===== config.mk =====
export PLATFORM = sky130hd
export DESIGN_NAME = read_agent_port_flat
export DESIGN_NICKNAME = d
export VERILOG_FILES = /design/src/rtl/meduram_pkg.sv /design/src/rtl/read_agent_port_if.sv /design/src/rtl/read_agent_port_rdrsp_fifo.sv /design/src/rtl/read_agent_port.sv /design/src/flat_wrapper.sv
export SDC_FILE = /design/constraint.sdc
export NUM_CORES = 1
export LEC_CHECK = 0
export CAP_MARGIN = 5
export CELL_PAD_IN_SITES_DETAIL_PLACEMENT = 1
export CELL_PAD_IN_SITES_GLOBAL_PLACEMENT = 2
export CORE_MARGIN = 2
export CORE_UTILIZATION = 35
export CTS_CLUSTER_SIZE = 12
export DETAILED_ROUTE_END_ITERATION = 6
export PLACE_DENSITY = 0.82
export REMOVE_ABC_BUFFERS = 1
export SLEW_MARGIN = 20
export SYNTH_ARGS = -nofsm -noshare
export SYNTH_HDL_FRONTEND = slang
export SYNTH_HIERARCHICAL = 1
export SYNTH_SLANG_ARGS = --single-unit

===== constraint.sdc =====
create_clock -name aclk -period 2.8 [get_ports aclk]
set_input_delay 0.56 -clock aclk [delete_from_list [all_inputs] [get_ports aclk]]
set_output_delay 0.56 -clock aclk [all_outputs]
set_load 0.1 [all_outputs]

===== src/rtl/meduram_pkg.sv =====
// meduram_pkg: shared defaults, select-width helper and response record for the read agent port
package meduram_pkg;
  localparam int DEF_ADDR_WIDTH = 8;
  localparam int DEF_DATA_WIDTH = 32;
  localparam int DEF_NB_WRAGENT = 2;
  localparam int DEF_WRITE_COLLISION = 1;
  localparam int DEF_RAM_LATENCY = 1;
  localparam int DEF_FIFO_DEPTH = 4;
  function automatic int select_width(int nb_wragent, int write_collision);
    return (nb_wragent == 1 ? 1 : $clog2(nb_wragent)) + write_collision;
  endfunction
  typedef struct packed {
    logic [DEF_DATA_WIDTH-1:0] data;
    logic collision;
  } rsp_t;
endpackage


===== src/rtl/read_agent_port_if.sv =====
// read_agent_port_if: request, tracker lookup, bank broadcast and response signals of one read agent
interface read_agent_port_if import meduram_pkg::*; #(
  parameter int ADDR_WIDTH = DEF_ADDR_WIDTH,
  parameter int DATA_WIDTH = DEF_DATA_WIDTH,
  parameter int NB_WRAGENT = DEF_NB_WRAGENT,
  parameter int SELECT_WIDTH = select_width(DEF_NB_WRAGENT, DEF_WRITE_COLLISION)
);
  logic rd_valid;
  logic rd_ready;
  logic [ADDR_WIDTH-1:0] rd_addr;
  logic acc_rden;
  logic [ADDR_WIDTH-1:0] acc_rdaddr;
  logic [SELECT_WIDTH-1:0] acc_select;
  logic bank_rden;
  logic [ADDR_WIDTH-1:0] bank_rdaddr;
  logic [NB_WRAGENT*DATA_WIDTH-1:0] bank_rddata;
  logic rsp_valid;
  logic rsp_ready;
  logic [DATA_WIDTH-1:0] rsp_data;
  logic rsp_collision;
  modport slave (
    input rd_valid, rd_addr, acc_select, bank_rddata, rsp_ready,
    output rd_ready, acc_rden, acc_rdaddr, bank_rden, bank_rdaddr, rsp_valid, rsp_data, rsp_collision
  );
  modport master (
    output rd_valid, rd_addr, acc_select, bank_rddata, rsp_ready,
    input rd_ready, acc_rden, acc_rdaddr, bank_rden, bank_rdaddr, rsp_valid, rsp_data, rsp_collision
  );
endinterface


===== src/rtl/read_agent_port_rdrsp_fifo.sv =====
// rdrsp_fifo: synchronous response FIFO with wrap-bit pointers and async active-high reset
module rdrsp_fifo import meduram_pkg::*; #(
  parameter int DEPTH = DEF_FIFO_DEPTH,
  parameter type T = rsp_t
) (
  input  logic clk,
  input  logic rst,
  input  logic push,
  input  T     din,
  input  logic pop,
  output T     dout,
  output logic full,
  output logic empty
);
  localparam int AW = $clog2(DEPTH);
  T mem [DEPTH];
  logic [AW:0] wptr, rptr;
  always_ff @(posedge clk or posedge rst) begin
    if (rst) begin
      wptr <= '0;
      rptr <= '0;
    end else begin
      if (push && !full) wptr <= wptr + (AW+1)'(1);
      if (pop && !empty) rptr <= rptr + (AW+1)'(1);
    end
  end
  always_ff @(posedge clk) if (push && !full) mem[wptr[AW-1:0]] <= din;
  assign dout = mem[rptr[AW-1:0]];
  assign empty = wptr == rptr;
  assign full = wptr[AW] != rptr[AW] && wptr[AW-1:0] == rptr[AW-1:0];
endmodule


===== src/rtl/read_agent_port.sv =====
// read_agent_port: broadcasts reads to all banks and returns the owning bank's word with a collision flag
module read_agent_port import meduram_pkg::*; #(
  parameter int ADDR_WIDTH = DEF_ADDR_WIDTH,
  parameter int DATA_WIDTH = DEF_DATA_WIDTH,
  parameter int NB_WRAGENT = DEF_NB_WRAGENT,
  parameter int WRITE_COLLISION = DEF_WRITE_COLLISION,
  parameter int RAM_LATENCY = DEF_RAM_LATENCY,
  parameter int FIFO_DEPTH = DEF_FIFO_DEPTH,
  parameter int SELECT_WIDTH = select_width(NB_WRAGENT, WRITE_COLLISION)
) (
  input logic aclk,
  input logic areset,
  read_agent_port_if.slave bus
);
  localparam int IW = SELECT_WIDTH - WRITE_COLLISION;
  localparam int CW = $clog2(FIFO_DEPTH + 1);
  typedef struct packed {
    logic [DATA_WIDTH-1:0] data;
    logic collision;
  } rsp_w_t;
  logic [CW-1:0] cnt;
  logic [RAM_LATENCY-1:0] pv;
  logic [SELECT_WIDTH-1:0] ps [RAM_LATENCY];
  logic accept, pop, full, empty, coll;
  logic [IW-1:0] idx;
  rsp_w_t push_rsp, head, held;
  // credits cover both in-flight reads and buffered responses, so the FIFO cannot overflow
  assign bus.rd_ready = !areset && cnt < CW'(FIFO_DEPTH);
  assign accept = bus.rd_valid && bus.rd_ready;
  assign pop = bus.rsp_valid && bus.rsp_ready;
  assign bus.acc_rden = accept;
  assign bus.bank_rden = accept;
  assign bus.acc_rdaddr = bus.rd_addr;
  assign bus.bank_rdaddr = bus.rd_addr;
  always_ff @(posedge aclk or posedge areset) begin
    if (areset) begin
      cnt <= '0;
      pv <= '0;
      held <= '0;
      for (int i = 0; i < RAM_LATENCY; i++) ps[i] <= '0;
    end else begin
      cnt <= cnt + CW'(accept) - CW'(pop);
      pv <= (pv << 1) | RAM_LATENCY'(accept);
      ps[0] <= bus.acc_select;
      for (int i = 1; i < RAM_LATENCY; i++) ps[i] <= ps[i-1];
      if (pop) held <= head;
    end
  end
  assign idx = NB_WRAGENT == 1 ? '0 : ps[RAM_LATENCY-1][IW-1:0];
  assign coll = WRITE_COLLISION != 0 && ps[RAM_LATENCY-1][SELECT_WIDTH-1];
  always_comb begin
    push_rsp.data = int'(idx) < NB_WRAGENT ? bus.bank_rddata[int'(idx)*DATA_WIDTH +: DATA_WIDTH] : '0;
    push_rsp.collision = coll || int'(idx) >= NB_WRAGENT;
  end
  rdrsp_fifo #(.DEPTH(FIFO_DEPTH), .T(rsp_w_t)) u_fifo (
    .clk(aclk),
    .rst(areset),
    .push(pv[RAM_LATENCY-1]),
    .din(push_rsp),
    .pop(pop),
    .dout(head),
    .full(full),
    .empty(empty)
  );
  // an empty FIFO shows the last popped word rather than a stale slot
  assign bus.rsp_valid = !empty;
  assign bus.rsp_data = empty ? held.data : head.data;
  assign bus.rsp_collision = empty ? held.collision : head.collision;
endmodule


===== src/flat_wrapper.sv =====
// flat-port wrapper written by rule: the top's interface ports become plain ports
module read_agent_port_flat import meduram_pkg::*;
#(
  parameter int ADDR_WIDTH = DEF_ADDR_WIDTH,
  parameter int DATA_WIDTH = DEF_DATA_WIDTH,
  parameter int NB_WRAGENT = DEF_NB_WRAGENT,
  parameter int WRITE_COLLISION = DEF_WRITE_COLLISION,
  parameter int RAM_LATENCY = DEF_RAM_LATENCY,
  parameter int FIFO_DEPTH = DEF_FIFO_DEPTH,
  parameter int SELECT_WIDTH = select_width(NB_WRAGENT, WRITE_COLLISION)
)
  (aclk, areset, bus_rd_valid, bus_rd_addr, bus_acc_select, bus_bank_rddata, bus_rsp_ready, bus_rd_ready, bus_acc_rden, bus_acc_rdaddr, bus_bank_rden, bus_bank_rdaddr, bus_rsp_valid, bus_rsp_data, bus_rsp_collision);
  read_agent_port_if #(.ADDR_WIDTH(ADDR_WIDTH), .DATA_WIDTH(DATA_WIDTH), .NB_WRAGENT(NB_WRAGENT), .SELECT_WIDTH(SELECT_WIDTH)) bus_i ();
  input logic aclk;
  input logic areset;
  input wire logic [$bits(bus_i.rd_valid)-1:0] bus_rd_valid;
  input wire logic [$bits(bus_i.rd_addr)-1:0] bus_rd_addr;
  input wire logic [$bits(bus_i.acc_select)-1:0] bus_acc_select;
  input wire logic [$bits(bus_i.bank_rddata)-1:0] bus_bank_rddata;
  input wire logic [$bits(bus_i.rsp_ready)-1:0] bus_rsp_ready;
  output wire logic [$bits(bus_i.rd_ready)-1:0] bus_rd_ready;
  output wire logic [$bits(bus_i.acc_rden)-1:0] bus_acc_rden;
  output wire logic [$bits(bus_i.acc_rdaddr)-1:0] bus_acc_rdaddr;
  output wire logic [$bits(bus_i.bank_rden)-1:0] bus_bank_rden;
  output wire logic [$bits(bus_i.bank_rdaddr)-1:0] bus_bank_rdaddr;
  output wire logic [$bits(bus_i.rsp_valid)-1:0] bus_rsp_valid;
  output wire logic [$bits(bus_i.rsp_data)-1:0] bus_rsp_data;
  output wire logic [$bits(bus_i.rsp_collision)-1:0] bus_rsp_collision;
  assign bus_i.rd_valid = bus_rd_valid;
  assign bus_i.rd_addr = bus_rd_addr;
  assign bus_i.acc_select = bus_acc_select;
  assign bus_i.bank_rddata = bus_bank_rddata;
  assign bus_i.rsp_ready = bus_rsp_ready;
  assign bus_rd_ready = bus_i.rd_ready;
  assign bus_acc_rden = bus_i.acc_rden;
  assign bus_acc_rdaddr = bus_i.acc_rdaddr;
  assign bus_bank_rden = bus_i.bank_rden;
  assign bus_bank_rdaddr = bus_i.bank_rdaddr;
  assign bus_rsp_valid = bus_i.rsp_valid;
  assign bus_rsp_data = bus_i.rsp_data;
  assign bus_rsp_collision = bus_i.rsp_collision;
  read_agent_port #(.ADDR_WIDTH(ADDR_WIDTH), .DATA_WIDTH(DATA_WIDTH), .NB_WRAGENT(NB_WRAGENT), .WRITE_COLLISION(WRITE_COLLISION), .RAM_LATENCY(RAM_LATENCY), .FIFO_DEPTH(FIFO_DEPTH), .SELECT_WIDTH(SELECT_WIDTH)) u_core (.aclk(aclk), .areset(areset), .bus(bus_i));
endmodule

Word level (Yosys, flattened, before mapping)

Memories as Yosys holds them, arrays and structs flattened.
Cells that the tools add are included.

Register bits after elaboration: 45
Output and inout port bits: 53
Memories: 1
Logic and storage cells: 30
Bits of input ports: 78
Memory bits (writable): 132

$lt $le $gt $ge: 1
Shifts and indexed selects: 1
Equality and inequality tests: 3
Multiplexer cells: 4
Reduce and logical (&&, ||, !) cells: 9
Add/sub/neg operators: 4

Memories:

| memory            | words | bits a word | rd ports | clocked after Yosys merged registers in | wr ports | line                             | source |
|---|---|---|---|---|---|---|---|
| u_core.u_fifo.mem | 4     | 33          | 1        | 0                                       | 1        | read_agent_port_rdrsp_fifo.sv:16 | `T mem [DEPTH];` |

Operator list:

| operator            | count |
|---|---|
| $shiftx 64x7->32    | 1 |
| $mux 32             | 1 |
| $add 3x1->3 const B | 2 |
| $logic_and 1x1->1   | 6 |
| $add 3x1->3         | 1 |
| $eq 3x3->1          | 1 |
| $logic_not 1->1     | 3 |
| $lt 3x3->1 const B  | 1 |
| $mux 1              | 3 |
| $sub 3x1->3         | 1 |
| $eq 2x2->1          | 1 |
| $ne 1x1->1          | 1 |

Longest topological paths before layout

Gate-level depths: netlist of run 1.

Depth after elaboration: 6
Mapped depth: 14
Depth with buffers taken out: 10

Modules after synthesis

The synthesis of run 1 kept the hierarchy.

By module, submodules not included:

| module          | seq. area each (um^2) | area each (um^2) | cells an instance | instances |
|---|---|---|---|---|
| rdrsp_fifo      | 4113.9                | 5287.6           | 222               | 1 |
| read_agent_port | 975.9                 | 2441.1           | 180               | 1 |

Worst setup path before layout of run 1

Ideal clock, no wire load.

Kind: input-to-output
Start: in areset
End: out bus_bank_rden
Data required time: 2.240 ns
Setup slack: -0.989 ns
Arrival: 3.229 ns
Path buffers: 1
Stages: 3
Path through: nor2_1 -> and2_1 -> buf_4

Word-level cells in the longest chain between the ends: 3

RTL lines:

| element                   | line                  | source |
|---|---|---|
| start, declared           | flat_wrapper.sv:15    | `input logic areset;` |
| $logic_not 1->1 (no line) | --                    |  |
| $logic_and 1x1->1         | read_agent_port.sv:28 | `assign bus.rd_ready = !areset && cnt < CW'(FIFO_DEPTH);` |
| $logic_and 1x1->1         | read_agent_port.sv:29 | `assign accept = bus.rd_valid && bus.rd_ready;` |
| end, declared             | flat_wrapper.sv:24    | `output wire logic [$bits(bus_i.bank_rden)-1:0] bus_bank_rden;` |

No other way between the ends.

Worst setup path after layout of run 1

Start: reg u_core.u_fifo.rptr[0]
End: out bus_rsp_data[5]

Word-level cells in the longest chain between the ends: 2
Elaborated cells between the ends (all ways): 3
Those cells by class: 1 x eq/ne; 1 x mux; 1 x memory

RTL lines:

| element                | line                             | source |
|---|---|---|
| start, declared        | read_agent_port_rdrsp_fifo.sv:17 | `logic [AW:0] wptr, rptr;` |
| start signal, assigned | read_agent_port_rdrsp_fifo.sv:24 | `if (pop && !empty) rptr <= rptr + (AW+1)'(1);` |
| $eq 3x3->1             | read_agent_port_rdrsp_fifo.sv:29 | `assign empty = wptr == rptr;` |
| net u_core.empty       | read_agent_port.sv:24            | `logic accept, pop, full, empty, coll;` |
| $mux 32                | read_agent_port.sv:67            | `assign bus.rsp_data = empty ? held.data : head.data;` |
| end, declared          | flat_wrapper.sv:27               | `output wire logic [$bits(bus_i.rsp_data)-1:0] bus_rsp_data;` |

The timed path passes the listed nets, and every way through them passes these cells.

==> impl_metrics.env, run 1 <==
export IMPL_critPathMaxStageDelay_ps=540
export IMPL_core_um2=21800
export IMPL_io_buffers=106
export IMPL_final_antenna_net_count=0
export IMPL_regToRegSetupSlack_ps=50
export IMPL_fin_crit_ps=2830
export IMPL_io_pins=131
export IMPL_max_cap_viol_count=0
export IMPL_synth_area_um2=7720
export IMPL_final_cells=817
export IMPL_antenna_found_initial=0
export IMPL_crit_top_cell="buf_12"
export IMPL_fmax_mhz=354
export IMPL_grt_pass1_wl_mm=27.4
export IMPL_via_per_inst=5.01
export IMPL_drv_slew=0
export IMPL_worst_skew_pair_late_latency_ps=420
export IMPL_num_nets_final=610
export IMPL_cts_buffers=17
export IMPL_fillerInstances=2022
export IMPL_rsz0062_at_grt="yes"
export IMPL_post_place_ws_ps=132
export IMPL_path_class="flip-flop to output pin"
export IMPL_ff2ff_path_depth=13
export IMPL_avgSynthCellArea_um2=19.3
export IMPL_ctsHtreeMaxLevel=4
export IMPL_tightestPinTransition_ps=840
export IMPL_hold_viol_final=0
export IMPL_yosysWarnings=6
export IMPL_slew_headroom_pct=44.0
export IMPL_crit_start="u_core/u_fifo/rptr[0]"
export IMPL_dpl_hpwl_mm=10.0
export IMPL_cts_buffer_depth=2
export IMPL_clkTransAtPathRegs_ps=70
export IMPL_fin_worst_skew_ps=7.99
export IMPL_crit_chain="xor2_4 -> nor3_4 -> buf_6 -> buf_12 -> clkbuf_16 -> mux2_4 -> buf_12"
export IMPL_hold_path_end="u_core/cnt[2]"
export IMPL_n_antenna_cell=0
export IMPL_grt_use_total_pct=15.7
export IMPL_worstSetupStartpointType="flip-flop"
export IMPL_cts_sinks=177
export IMPL_dp_cells=765
export IMPL_finalCritPeriodShare_pct=101
export IMPL_gp_congestion=0.708
export IMPL_holdPathStages=1
export IMPL_grt_pass1_vias=4597
export IMPL_wire_per_inst_um=21.9
export IMPL_failed_checks="negative setup slack"
export IMPL_crit_fanout=4
export IMPL_area_growth_syn_to_layout_pct=36.1
export IMPL_postSynthCellCount=401
export IMPL_floorplan_rows=54
export IMPL_hold_class="flip-flop to flip-flop"
export IMPL_cp_required_ps=2240
export IMPL_drive_above_1_share_pct=47.5
export IMPL_critPathCaptureType="output pin"
export IMPL_r2r_start="u_core/u_fifo/rptr[0]"
export IMPL_grt_start_max_net_pins=39
export IMPL_grt_ovfl_total=0
export IMPL_drt_wl_total_mm=17.9
export IMPL_vias=4092
export IMPL_min_from="u_core/cnt[2]"
export IMPL_initial_core_util_pct=35.5
export IMPL_seqCellArea_um2=5100
export IMPL_layout_common_cells="edfxtp_1, clkdlybuf4s50_1, mux2_2"
export IMPL_drt_iter0_markers=224
export IMPL_die_w_um=153
export IMPL_slowest_stage="dfrtp_4"
export IMPL_cp_arrival_ps=2270
export IMPL_die_area_um2=23300
export IMPL_multi_input_area_um2=2500
export IMPL_cts_tree="built"
export IMPL_layout_commonest_cell="edfxtp_1"
export IMPL_drc=0
export IMPL_outcome="complete, but fails checks"
export IMPL_drtPass1Iterations=4
export IMPL_rr_endpoint="u_core/cnt[2]"
export IMPL_setup_viol=16
export IMPL_die_h_um=153
export IMPL_fin_ws_ps=-27.5
export IMPL_cts_root_buf="clkbuf_16"
[per-stage QoR]
stage          hold WS, ps  TNS [ps]  utilization [%]  instance area, um^2
6_report               496      -300             48.3                10500
5_1_grt                509     -2110             48.3                10500
4_1_cts                490      -241             47.7                10400
3_5_place_dp           480         0             43.3                 9420
3_3_place_gp           467         0             43.3                 9420
2_1_floorplan          351   -281430                -                 7450
[repair_timing]
| action | in CTS | in global routing |
|---|---|---|
| pin swaps | 3 | 4 |
| buffers inserted | 12 | 4 |
| endpoints found under the setup margin | 33 | 34 |
| hold buffers | 0 | 0 |
| gates resized for setup | 34 | 26 |
| gates cloned | 4 | 2 |
[registers in the layout, indices dropped and copies added, names as in the netlist]
register	count
u_core/cnt	3
u_core/held	33
u_core/ps	2
u_core/pv	1
u_core/u_fifo/mem	132
u_core/u_fifo/rptr	3
u_core/u_fifo/wptr	3
[how the worst max path moves through the flow]
| stage | endpoint | slack, ps | cells past startpoint |
|---|---|---|---|
| detailed placement | u_core/cnt[2] | 130 | 10 |
| floorplan | u_core/cnt[2] | -3680 | 10 |
| global route | bus_rsp_data[5] | -110 | 7 |
| finish | bus_rsp_data[5] | -30 | 7 |
| global placement | u_core/cnt[2] | 210 | 10 |
| CTS | bus_rsp_data[28] | -30 | 6 |
[worst max-delay path: cells and delay by family (launching register included)]
| family | cells | cell delay, ps |
|---|---|---|
| flip-flops | 1 | 540 |
| XOR/XNOR | 1 | 180 |
| buffers and inverters | 4 | 580 |
| multiplexers | 1 | 310 |
| AND/OR/NAND/NOR | 1 | 230 |
[per-layer routing]
layer | routed length [um] | track usage (%)
met4 | 304 | 5.78
met5 | 0 | 0
met1 | 7540 | 19.9
met3 | 710 | 3.61
met2 | 9340 | 26.4
[final cells by class]
class                   count  share of cell area, %
multi-input cells         177                   23.8
well taps                 280                   3.33
repair buffers            140                   18.4
clock buffers              21                   4.28
flip-flops and latches    177                   48.5
clock inverters            11                   1.24
inverters                  11                  0.440
Power of run 1 is not shown: default switching activity piles up to over one toggle a cycle in this logic, so the estimate is an artifact.
==> run 2: changes to the inputs <==
--- a/config.mk
+++ b/config.mk
@@ -8,7 +8,7 @@
 export CAP_MARGIN = 5
 export CELL_PAD_IN_SITES_DETAIL_PLACEMENT = 1
 export CELL_PAD_IN_SITES_GLOBAL_PLACEMENT = 2
-export CORE_MARGIN = 2
+export CORE_MARGIN = 5
 export CORE_UTILIZATION = 35
 export CTS_CLUSTER_SIZE = 12
 export DETAILED_ROUTE_END_ITERATION = 6
==> run 2 against run 1 <==
Against the previous run:
- wire length shrank 1.1%
- die area grew 8.0%
- highest routed layer unchanged
- register-to-register slack is essentially flat
- non-clock buffer count grew 5
- worst hold slack lost 18 ps
- via count shrank 0.64%
- the run now ends clean
- critical path depth is the same
- final area shrank 0.30%
- cell count grew 0.61%
- flip-flop and latch count is the same
==> impl_metrics.env, run 2 (synthesized netlist as in run 1, its figures left out) <==
export IMPL_gp_congestion=0.683
export IMPL_cp_arrival_ps=2240
export IMPL_crit_fanout=6
export IMPL_fin_worst_skew_ps=13.4
export IMPL_path_class="flip-flop to output pin"
export IMPL_ctsHtreeMaxLevel=4
export IMPL_grt_ovfl_total=0
export IMPL_ff2ff_path_depth=13
export IMPL_via_per_inst=4.95
export IMPL_regToRegSetupSlack_ps=60
export IMPL_die_w_um=159
export IMPL_final_core_util_pct=48.2
export IMPL_die_area_um2=25100
export IMPL_grt_pass1_vias=4541
export IMPL_io_pins=131
export IMPL_die_h_um=159
export IMPL_slew_headroom_pct=39.5
export IMPL_cts_buffer_depth=2
export IMPL_finalCritPeriodShare_pct=100
export IMPL_drt_iter0_markers=235
export IMPL_final_antenna_net_count=0
export IMPL_cts_tree="built"
export IMPL_grt_use_total_pct=14.1
export IMPL_critPathCaptureType="output pin"
export IMPL_clkTransAtPathRegs_ps=70
export IMPL_rr_endpoint="u_core/cnt[2]"
export IMPL_rsz0062_at_grt="yes"
export IMPL_max_cap_viol_count=0
export IMPL_drv_slew=0
export IMPL_io_buffers=106
export IMPL_outcome="finished, final reports clean"
export IMPL_largest_reg_flops=132
export IMPL_cts_hold_buf=0
export IMPL_fin_crit_ps=2800
export IMPL_grt_start_max_net_pins=39
export IMPL_layout_common_cells="edfxtp_1, clkdlybuf4s50_1, mux2_2"
export IMPL_cts_root_buf="clkbuf_16"
export IMPL_grt_pass1_wl_mm=26.1
export IMPL_antenna_found_initial=0
export IMPL_layout_commonest_cell="edfxtp_1"
export IMPL_cts_buffers=17
export IMPL_wire_per_inst_um=21.5
export IMPL_fmax_mhz=357
export IMPL_area_growth_syn_to_layout_pct=35.7
export IMPL_floorplan_rows=54
export IMPL_drive_above_1_share_pct=48.3
export IMPL_drt_wl_total_mm=17.7
export IMPL_core_um2=21800
export IMPL_dpl_hpwl_mm=11.0
export IMPL_hold_viol_final=0
export IMPL_cts_sinks=177
export IMPL_worstSetupStartpointType="flip-flop"
export IMPL_hold_class="primary input to asynchronous set/reset pin"
export IMPL_r2r_start="u_core/u_fifo/wptr[1]"
export IMPL_n_antenna_cell=0
export IMPL_drc=0
export IMPL_tightestPinTransition_ps=907
export IMPL_cp_required_ps=2240
export IMPL_initial_core_util_pct=35.5
export IMPL_vias=4066
export IMPL_num_nets_final=615
export IMPL_setup_viol=0
export IMPL_drtPass1Iterations=4
export IMPL_worst_skew_pair_late_latency_ps=430
-- run 2: repair_timing --
action	CTS	global route
buffers inserted	9	9
pin swaps	2	4
setup endpoints to repair	33	34
resized for setup	48	11
cloned	3	1
-- run 2: metal layers --
metal  GRT usage (%)  wire length (um)  vias up
met5               0                 0        -
met4            3.82               249        0
met3            4.38               894       19
met2            24.5              9440      118
met1            17.0              7110     2129
li1                -                 -     1800
-- run 2: cell type report --
type                       count  area, um^2
tap                          280         350
timing repair buffer         145        1890
inverter                      11        46.3
clock buffer                  18         439
sequential                   177        5100
clock inverter                14         164
fill                        2040       11300
multi-input combinational    177        2500
-- run 2: worst max path at each step --
stage	to	from	slack (ps)
final	bus_rsp_data[5]	u_core/u_fifo/wptr[1]	0.7
after global routing	bus_rsp_data[5]	u_core/u_fifo/wptr[1]	-100
after CTS	bus_rsp_data[13]	u_core/u_fifo/rptr[0]	-30
after detailed placement	u_core/cnt[2]	u_core/u_fifo/wptr[1]	130
after global placement	u_core/cnt[2]	u_core/u_fifo/rptr[0]	220
after floorplan	u_core/cnt[2]	u_core/u_fifo/rptr[0]	-3680
-- run 2: worst max-delay path, stage by stage, from the launching register on --
cell and delay (ps):
dfrtp_2 480, xor2_4 190, nor3_4 260, buf_12 160, buf_12 110, buf_12 120
mux2_4 320, buf_12 170
-- run 2: metrics by stage --
step                TNS [ps]  worst slack, ps  cells  hold slack, ps  area (um^2)
global placement           0              215    770             469         9430
detailed placement         0              133    770             477         9430
CTS                     -351            -31.2    814             477        10400
global route           -1630            -96.8    822             507        10500
floorplan            -281430            -3680    365             351         7450
finish                     0            0.700    822             478        10500
Power of run 2 is left out for the same reason.
==> run 3: changes to the inputs <==
--- a/config.mk
+++ b/config.mk
@@ -5,14 +5,15 @@
 export SDC_FILE = /design/constraint.sdc
 export NUM_CORES = 1
 export LEC_CHECK = 0
+export ABC_AREA = 0
 export CAP_MARGIN = 5
 export CELL_PAD_IN_SITES_DETAIL_PLACEMENT = 1
 export CELL_PAD_IN_SITES_GLOBAL_PLACEMENT = 2
 export CORE_MARGIN = 5
-export CORE_UTILIZATION = 35
-export CTS_CLUSTER_SIZE = 12
+export CORE_UTILIZATION = 30
+export CTS_CLUSTER_SIZE = 30
 export DETAILED_ROUTE_END_ITERATION = 6
-export PLACE_DENSITY = 0.82
+export PLACE_DENSITY = 0.73
 export REMOVE_ABC_BUFFERS = 1
 export SLEW_MARGIN = 20
 export SYNTH_ARGS = -nofsm -noshare
==> run 3 against run 2 <==
Against the previous run:
- non-clock buffer count decreased by 8
- register-to-register slack improved by 110 ps
- sequential share of layout area increased by 0.31 points
- critical path depth decreased by 1
- die area increased by 16%
- wire length decreased by 2.1%
==> impl_metrics.env, run 3 (synthesized netlist as in run 1, its figures left out) <==
export IMPL_fillerInstances=2458
export IMPL_antenna_found_initial=0
export IMPL_fin_ws_ps=36.4
export IMPL_hold_class="primary input to asynchronous set/reset pin"
export IMPL_final_area_um2=10400
export IMPL_num_nets_final=607
export IMPL_rr_endpoint="u_core/cnt[2]"
export IMPL_drv_slew=0
export IMPL_hold_viol_final=0
export IMPL_path_delay_family="flip-flops"
export IMPL_largest_reg_flops=132
export IMPL_clkTransAtPathRegs_ps=60
export IMPL_cts_hold_buf=0
export IMPL_final_core_util_pct=41.3
export IMPL_layout_commonest_cell="edfxtp_1"
export IMPL_max_cap_viol_count=0
export IMPL_worst_skew_pair_late_latency_ps=420
export IMPL_initial_core_util_pct=30.6
export IMPL_io_buffers=106
export IMPL_fin_worst_skew_ps=7.25
export IMPL_cts_sinks=177
export IMPL_outcome="finished, final reports clean"
export IMPL_ff2ff_path_depth=11
export IMPL_rsz0062_at_grt="yes"
export IMPL_dpl_hpwl_mm=11.1
export IMPL_core_um2=25300
export IMPL_r2r_start="u_core/u_fifo/rptr[0]"
export IMPL_drt_iter0_markers=159
export IMPL_grt_pass1_wl_mm=25.8
export IMPL_path_class="flip-flop to output pin"
export IMPL_cts_buffer_depth=2
export IMPL_die_h_um=170
export IMPL_regToRegSetupSlack_ps=170
export IMPL_layout_common_cells="edfxtp_1, clkdlybuf4s50_1, mux2_2"
export IMPL_slowest_stage="dfrtp_2"
export IMPL_crit_chain="xor2_4 -> nor3_4 -> buf_6 -> clkbuf_16 -> mux2_4 -> buf_12"
export IMPL_ctsHtreeMaxLevel=4
export IMPL_wire_per_inst_um=20.0
export IMPL_die_area_um2=29100
export IMPL_grt_use_total_pct=11.7
export IMPL_tightestPinTransition_ps=808
export IMPL_finalCritPeriodShare_pct=98.7
export IMPL_cp_arrival_ps=2200
export IMPL_worstSetupStartpointType="flip-flop"
export IMPL_slew_headroom_pct=46.1
export IMPL_grt_ovfl_total=0
export IMPL_cts_tree="built"
export IMPL_crit_fanout=6
export IMPL_cts_buffers=17
export IMPL_drtPass1Iterations=4
export IMPL_floorplan_rows=58
export IMPL_drt_wl_total_mm=17.3
export IMPL_die_w_um=170
export IMPL_io_pins=131
export IMPL_holdWs_ps=496
export IMPL_drive_above_1_share_pct=47.2
export IMPL_vias=3982
export IMPL_cts_root_buf="clkbuf_16"
export IMPL_grt_pass1_vias=4534
export IMPL_final_antenna_net_count=0
export IMPL_post_place_ws_ps=185
export IMPL_cp_required_ps=2240
export IMPL_via_per_inst=4.61
export IMPL_critPathMaxStageDelay_ps=500
export IMPL_setup_viol=0
export IMPL_fin_crit_ps=2760
export IMPL_fmax_mhz=362
export IMPL_drc=0
export IMPL_grt_start_max_net_pins=39
export IMPL_critPathCaptureType="output pin"
export IMPL_gp_congestion=0.699
export IMPL_n_antenna_cell=0
export IMPL_place_area_um2=9510
export IMPL_cp_buffers_inverters=3
export IMPL_area_growth_syn_to_layout_pct=34.9
[run 3: cell type report]
cell class	instances	area, um^2	share of cell area, %
inverters	11	46.3	0.444
repair buffers	137	1790	17.2
multi-input cells	177	2460	23.6
flip-flops and latches	177	5100	48.9
well taps	330	413	3.96
clock buffers	18	429	4.12
clock inverters	14	180	1.73
[run 3: how the worst max path moves through the flow]
stage / start / endpoint / cells after the start
2_1_floorplan: u_core/u_fifo/rptr[0] / u_core/cnt[2] / 10
3_3_place_gp: u_core/u_fifo/rptr[0] / u_core/cnt[2] / 10
3_5_place_dp: u_core/u_fifo/rptr[0] / u_core/cnt[2] / 10
4_1_cts: u_core/u_fifo/wptr[2] / bus_rsp_data[24] / 6
5_1_grt: u_core/u_fifo/rptr[0] / bus_rsp_data[8] / 6
6_report: u_core/u_fifo/rptr[0] / bus_rsp_data[8] / 6
[run 3: timing repair]
| item | 4_1_cts | 5_1_grt |
|---|---|---|
| setup buffers | 3 | 6 |
| resized for setup | 9 | 31 |
| pin swaps | 1 | 2 |
| gates cloned | 1 | 3 |
| endpoints found under the hold margin | 0 | 0 |
| endpoints found under the setup margin | 33 | 33 |
[run 3: routing by layer]
metal | track usage (%) | routed length (um) | vias to the layer above
met5 | 0 | 0 | -
met4 | 3.26 | 136 | 0
met3 | 3.11 | 809 | 11
met2 | 20.6 | 9170 | 110
met1 | 14.3 | 7200 | 2078
li1 | - | - | 1783
[run 3: metrics by stage]
step                      cells  TNS, ps
after floorplan             365  -281430
after global placement      821        0
after detailed placement    821        0
after CTS                   857        0
after global routing        864     -959
final                       864        0
[run 3: worst reg2reg max path: cells and delay by family, from the launching register on]
kind / cells / cell delay (ps)
flops: 1 / 500
fa+ha+maj: 3 / 870
simple gates: 2 / 410
buf+inv: 3 / 230
xor+xnor: 3 / 510
Power of run 3 is left out for the same reason.
==> edit 1 (config.mk and constraints of run 1) <==
Reset style: synchronous (`areset` and `rst`), changed in 2 clocked blocks. Comments in the files are not updated.
--- a/src/rtl/read_agent_port_rdrsp_fifo.sv
+++ b/src/rtl/read_agent_port_rdrsp_fifo.sv
@@ -15,7 +15,7 @@
   localparam int AW = $clog2(DEPTH);
   T mem [DEPTH];
   logic [AW:0] wptr, rptr;
-  always_ff @(posedge clk or posedge rst) begin
+  always_ff @(posedge clk) begin
     if (rst) begin
       wptr <= '0;
       rptr <= '0;
--- a/src/rtl/read_agent_port.sv
+++ b/src/rtl/read_agent_port.sv
@@ -32,7 +32,7 @@
   assign bus.bank_rden = accept;
   assign bus.acc_rdaddr = bus.rd_addr;
   assign bus.bank_rdaddr = bus.rd_addr;
-  always_ff @(posedge aclk or posedge areset) begin
+  always_ff @(posedge aclk) begin
     if (areset) begin
       cnt <= '0;
       pv <= '0;
Formal check against the unedited RTL: differs if areset is asserted again (counterexample within 4 cycles, from zero or initial values and one cycle with areset high); with areset held inactive, the same outputs for 4 cycles.
==> edit 1 against run 1 <==
  * Register-to-register slack gained 0.08 ns
  * Count of clock-buffer cells in the layout shrank 1
  * Final area shrank 4.3%
  * Critical path type unchanged
  * Critical path depth is the same
  * Via count grew 9.6%
  * Sequential cell count grew 2
  * Sequential share of layout area grew 0.32 points
  * Setup slack gained 0.056 ns
  * First-iteration DRC count grew 18%
  * Routed wire length grew 1.6%
  * Area after synthesis shrank 0.97%
==> edit 1: results (changes against run 1) <==
----------------------------------------------------
[Drt]
  Number of vias after detailed routing ... 4486 (+9.6%)
  Final routed wirelength across all metal layers ... 18.2 mm (+1.6%)
  DRC marker count from the first detailed-route iteration ... 265 (+18%)
  Iteration count of the initial detailed-routing pass ... 5 (+1)

[Setup path]
  FF-to-FF End ... u_core/cnt[2]
  Largest stage delay on the critical path ... 0.38 ns (-0.16 ns)
  Data arrival, critical path ... 2.21 ns (-0.06 ns)
  Critical-path cell with the highest stage delay ... sky130_fd_sc_hd__mux2_2
  Startpoint of the lowest-slack register-to-register path ... u_core/u_fifo/rptr[0]
  Capturing instance or port of the critical path ... bus_rsp_data[14]
  CP Max Fanout ... 17 (+13)

[Global routing]
  Largest net degree at the start of global routing ... 49 (+26%)
  Tot GR Track Use ... 15.9% (+0.24 points)
  Via count of the first global-routing pass ... 5097 (+11%)
  First-pass GRT wire length ... 28.0 mm (+2.3%)

[Place]
  Detail Placement HPWL ... 11.2 mm (+12%)
  Global placement routability congestion ... 0.744 (+5.0%)
  DP Worst Slack ... 0.121 ns (-0.0108 ns)
  Placed instance count ... 857 (+12%)

[Timing]
  Worst Hold Margin ... 0.454 ns (-0.0415 ns)
  Worst Clk Skew ... 0.0104 ns (+0.00237 ns)

[Status]
  Result of the run ... completed

[Clock network]
  Post-CTS Repair Setup Buffers ... 0 (-12)
  Post-CTS clock slew at the launch and capture registers of the worst setup and hold paths ... 0.07 ns (about the same)

[Layout]
  Number of filler cells placed in the layout ... 2120 (+4.8%)
  Fraction of layout instances using a drive strength above 1 ... 33.1% (-14 points)
  # nets final ... 687 (+13%)

[Min path]
  Hold worst-path end ... u_core/held[25]
  Worst hold path startpoint ... u_core/held[25]
  Hold-critical path depth ... 2 (+1)

[Synth]
  Mapped Avg Cell Area ... 15.3 µm² (-20%)

----------------------------------------------------
## edit 1: worst reg2reg max path, cell delays in order (launching register included)
cell and delay, ns:
sky130_fd_sc_hd__dfxtp_1 0.34, sky130_fd_sc_hd__xnor2_2 0.25, sky130_fd_sc_hd__nand2_2 0.16, sky130_fd_sc_hd__nor2_4 0.17
sky130_fd_sc_hd__buf_12 0.14, sky130_fd_sc_hd__nand2b_4 0.14, sky130_fd_sc_hd__clkinv_4 0.05, sky130_fd_sc_hd__ha_1 0.26
sky130_fd_sc_hd__inv_1 0.04, sky130_fd_sc_hd__ha_1 0.20, sky130_fd_sc_hd__fa_1 0.41, sky130_fd_sc_hd__xnor2_1 0.20
sky130_fd_sc_hd__xnor2_1 0.13, sky130_fd_sc_hd__nor2_1 0.05
## edit 1: metrics by stage
| stage | instance area (µm²) | setup TNS, ns |
|---|---|---|
| after floorplan | 7330 | -73.11 |
| after CTS | 10000 | 0 |
| after global placement | 9350 | 0 |
| after global routing | 10100 | -0.879 |
| final | 10100 | 0 |
| after detailed placement | 9350 | 0 |
## edit 1: where the power goes
part	leakage (nW)	internal (mW)	switching, mW
Combinational	1.52	2.12	3.29
Sequential	1.58	3.08	0.110
Clock	0.295	1.38	1.01
## edit 1: area by class of cell
type	instances	share of cell area [%]
Timing Repair Buffer	130	17.2
Inverter	10	0.423
Clock buffer	20	4.54
Tap cell	280	3.48
Multi-Input combinational cell	263	24.1
Clock inverter	12	1.43
Sequential cell	179	48.8
## edit 1: layer usage
metal,part of all wire (%),global-route usage [%],up-vias
li1,-,-,2058
met1,41,18.4,2288
met2,54,28.9,119
met3,3.6,3.65,21
met4,1.3,5.74,0
met5,0,0,-
==> edit 2 (config.mk and constraints of run 1) <==
Without the edit above. The package constant `DEF_NB_WRAGENT` goes from 2 to 1.
--- a/src/rtl/meduram_pkg.sv
+++ b/src/rtl/meduram_pkg.sv
@@ -2,7 +2,7 @@
 package meduram_pkg;
   localparam int DEF_ADDR_WIDTH = 8;
   localparam int DEF_DATA_WIDTH = 32;
-  localparam int DEF_NB_WRAGENT = 2;
+  localparam int DEF_NB_WRAGENT = 1;
   localparam int DEF_WRITE_COLLISION = 1;
   localparam int DEF_RAM_LATENCY = 1;
   localparam int DEF_FIFO_DEPTH = 4;
Ports: changed (resized bus_bank_rddata); port bits go from 131 to 99. The function was not compared with the original's and may differ.
==> edit 2 against run 1 <==
  * Final area down 8.4%
  * First-iteration DRC count down 23%
  * Global-route usage down 0.77 points
  * Routed wire length down 12%
  * Sequential cell count down 1
  * Setup slack better by 0.069 ns
  * Die area down 5.1%
  * Area after synthesis down 5.2%
  * Worst hold slack worse by 0.0094 ns
  * Sequential share of layout area up 4.1 points
  * Highest routed layer unchanged
Power is not shown: default switching activity piles up to over one toggle a cycle in this logic, so the estimate is an artifact.
==> edit 2: results (changes against run 1) <==
----------------------------------------------------
[Timing]
  Worst Clk Skew ... 0.00691 ns (-0.00108 ns)
  Final slew viol count ... 0 (unchanged)
  Pin slew with the least headroom to its limit ... 0.463 ns (-0.377 ns)
  Worst Hold Margin ... 0.486 ns (-0.00941 ns)

[Layout]
  Max reg flops ... 132 (unchanged)
  Number of filler cells placed in the layout ... 1864 (-7.8%)
  Total inserted antenna cells ... 0 (unchanged)
  # nets final ... 511 (-16%)
  Fraction of layout instances using a drive strength above 1 ... 47.4% (about the same)

[Setup path]
  Data arrival, critical path ... 2.20 ns (-0.07 ns)
  CP Max Fanout ... 23 (+19)
  Worst R2R Setup Slack ... 0.21 ns (+0.16 ns)

[Clock network]
  Root buffer cell ... sky130_fd_sc_hd__clkbuf_16
  Clock H-tree levels ... 4 (unchanged)
  Number of buffers on the longest clock path ... 2 (unchanged)
  Total clock buffers created by CTS ... 17 (unchanged)
  Worst-skew pair later-pin latency ... 0.43 ns
  Post-CTS clock slew at the launch and capture registers of the worst setup and hold paths ... 0.06 ns

[Global routing]
  First-pass GRT wire length ... 24.2 mm (-12%)
  Tot GR Track Use ... 14.9% (-0.77 points)
  Number of antenna violations at the first check in global routing ... 0 (unchanged)
  Via count of the first global-routing pass ... 4157 (-9.6%)
  Largest net degree at the start of global routing ... 39 (unchanged)

[Place]
  Input/output buffers ... 73 (-31%)
  Global placement routability congestion ... 0.683 (-3.5%)
  Detail Placement HPWL ... 9.89 mm (-1.2%)

[Drt]
  Avg Vias per Cell ... 4.90 (-2.1%)
  Iteration count of the initial detailed-routing pass ... 4 (unchanged)
  DRC marker count from the first detailed-route iteration ... 172 (-23%)
  Final routed wirelength across all metal layers ... 15.8 mm (-12%)

[Status]
  Result of the run ... completed

[Min path]
  Class of the worst hold path ... in -> async

[Synth]
  Warning count from the yosys run ... 6 (unchanged)

----------------------------------------------------
-- edit 2: changes by cell type in the layout (fill, tap and decap cells not counted), sizes merged --
cell	run 1	this run
mux2	98	66
clkdlybuf4s50	69	36
buf	69	68
bufinv	2	4
inv	13	16
clkbuf	23	21
dfrtp	45	44
clkinv	5	2
-- edit 2: final timing paths --
kind / cells past startpoint / endpoint / from
max: 4 / bus_rsp_data[16] / u_core/u_fifo/rptr[0]
min: 2 / u_core/u_fifo/wptr[1] / areset
max reg2reg: 11 / u_core/cnt[2] / u_core/u_fifo/rptr[0]
min reg2reg: 1 / u_core/held[16] / u_core/held[16]
max in group asynchronous: 3 / u_core/ps[1] / areset
min in group aclk: 1 / u_core/held[16] / u_core/held[16]
-- edit 2: timing repair --
action | in CTS | in global routing
pin swaps | 1 | 2
gates cloned | 1 | 2
endpoints found under the setup margin | 33 | 33
setup buffers | 2 | 8
resized for setup | 13 | 31
hold buffers | 0 | 0
hold endpoints to repair | 0 | 0
-- edit 2: per-layer routing --
metal	global-route usage [%]	vias up	part of all wire [%]
li1	-	1587	-
met1	18.0	1940	42
met2	26.2	88	53
met3	4.08	14	4.2
met4	4.38	0	1.2
met5	0	-	0
-- edit 2: metrics by stage --
step                setup WS [ns]  instances  util, %  setup TNS, ns  cell area, µm²
global placement            0.277        695     42.6              0            8680
finish                     0.0418        740     47.3              0            9640
floorplan                   -3.67        332        -        -281.38            7060
CTS                       -0.0252        730     46.2         -0.286            9400
global route              -0.0432        740     47.3         -0.405            9640
detailed placement          0.224        695     42.6              0            8680
-- edit 2: critical path: stages, from the launching register on --
cell	delay, ns
sky130_fd_sc_hd__dfrtp_2	0.45
sky130_fd_sc_hd__buf_12	0.24
sky130_fd_sc_hd__mux4_2	0.57
sky130_fd_sc_hd__mux2_4	0.30
sky130_fd_sc_hd__buf_12	0.17
-- edit 2: final cells by class --
type	count	area share, %
timing repair buffer	106	15.1
tap	270	3.51
multi-input combinational	145	21.6
clock buffer	19	4.60
clock inverter	13	2.06
inverter	11	0.480
sequential	176	52.6
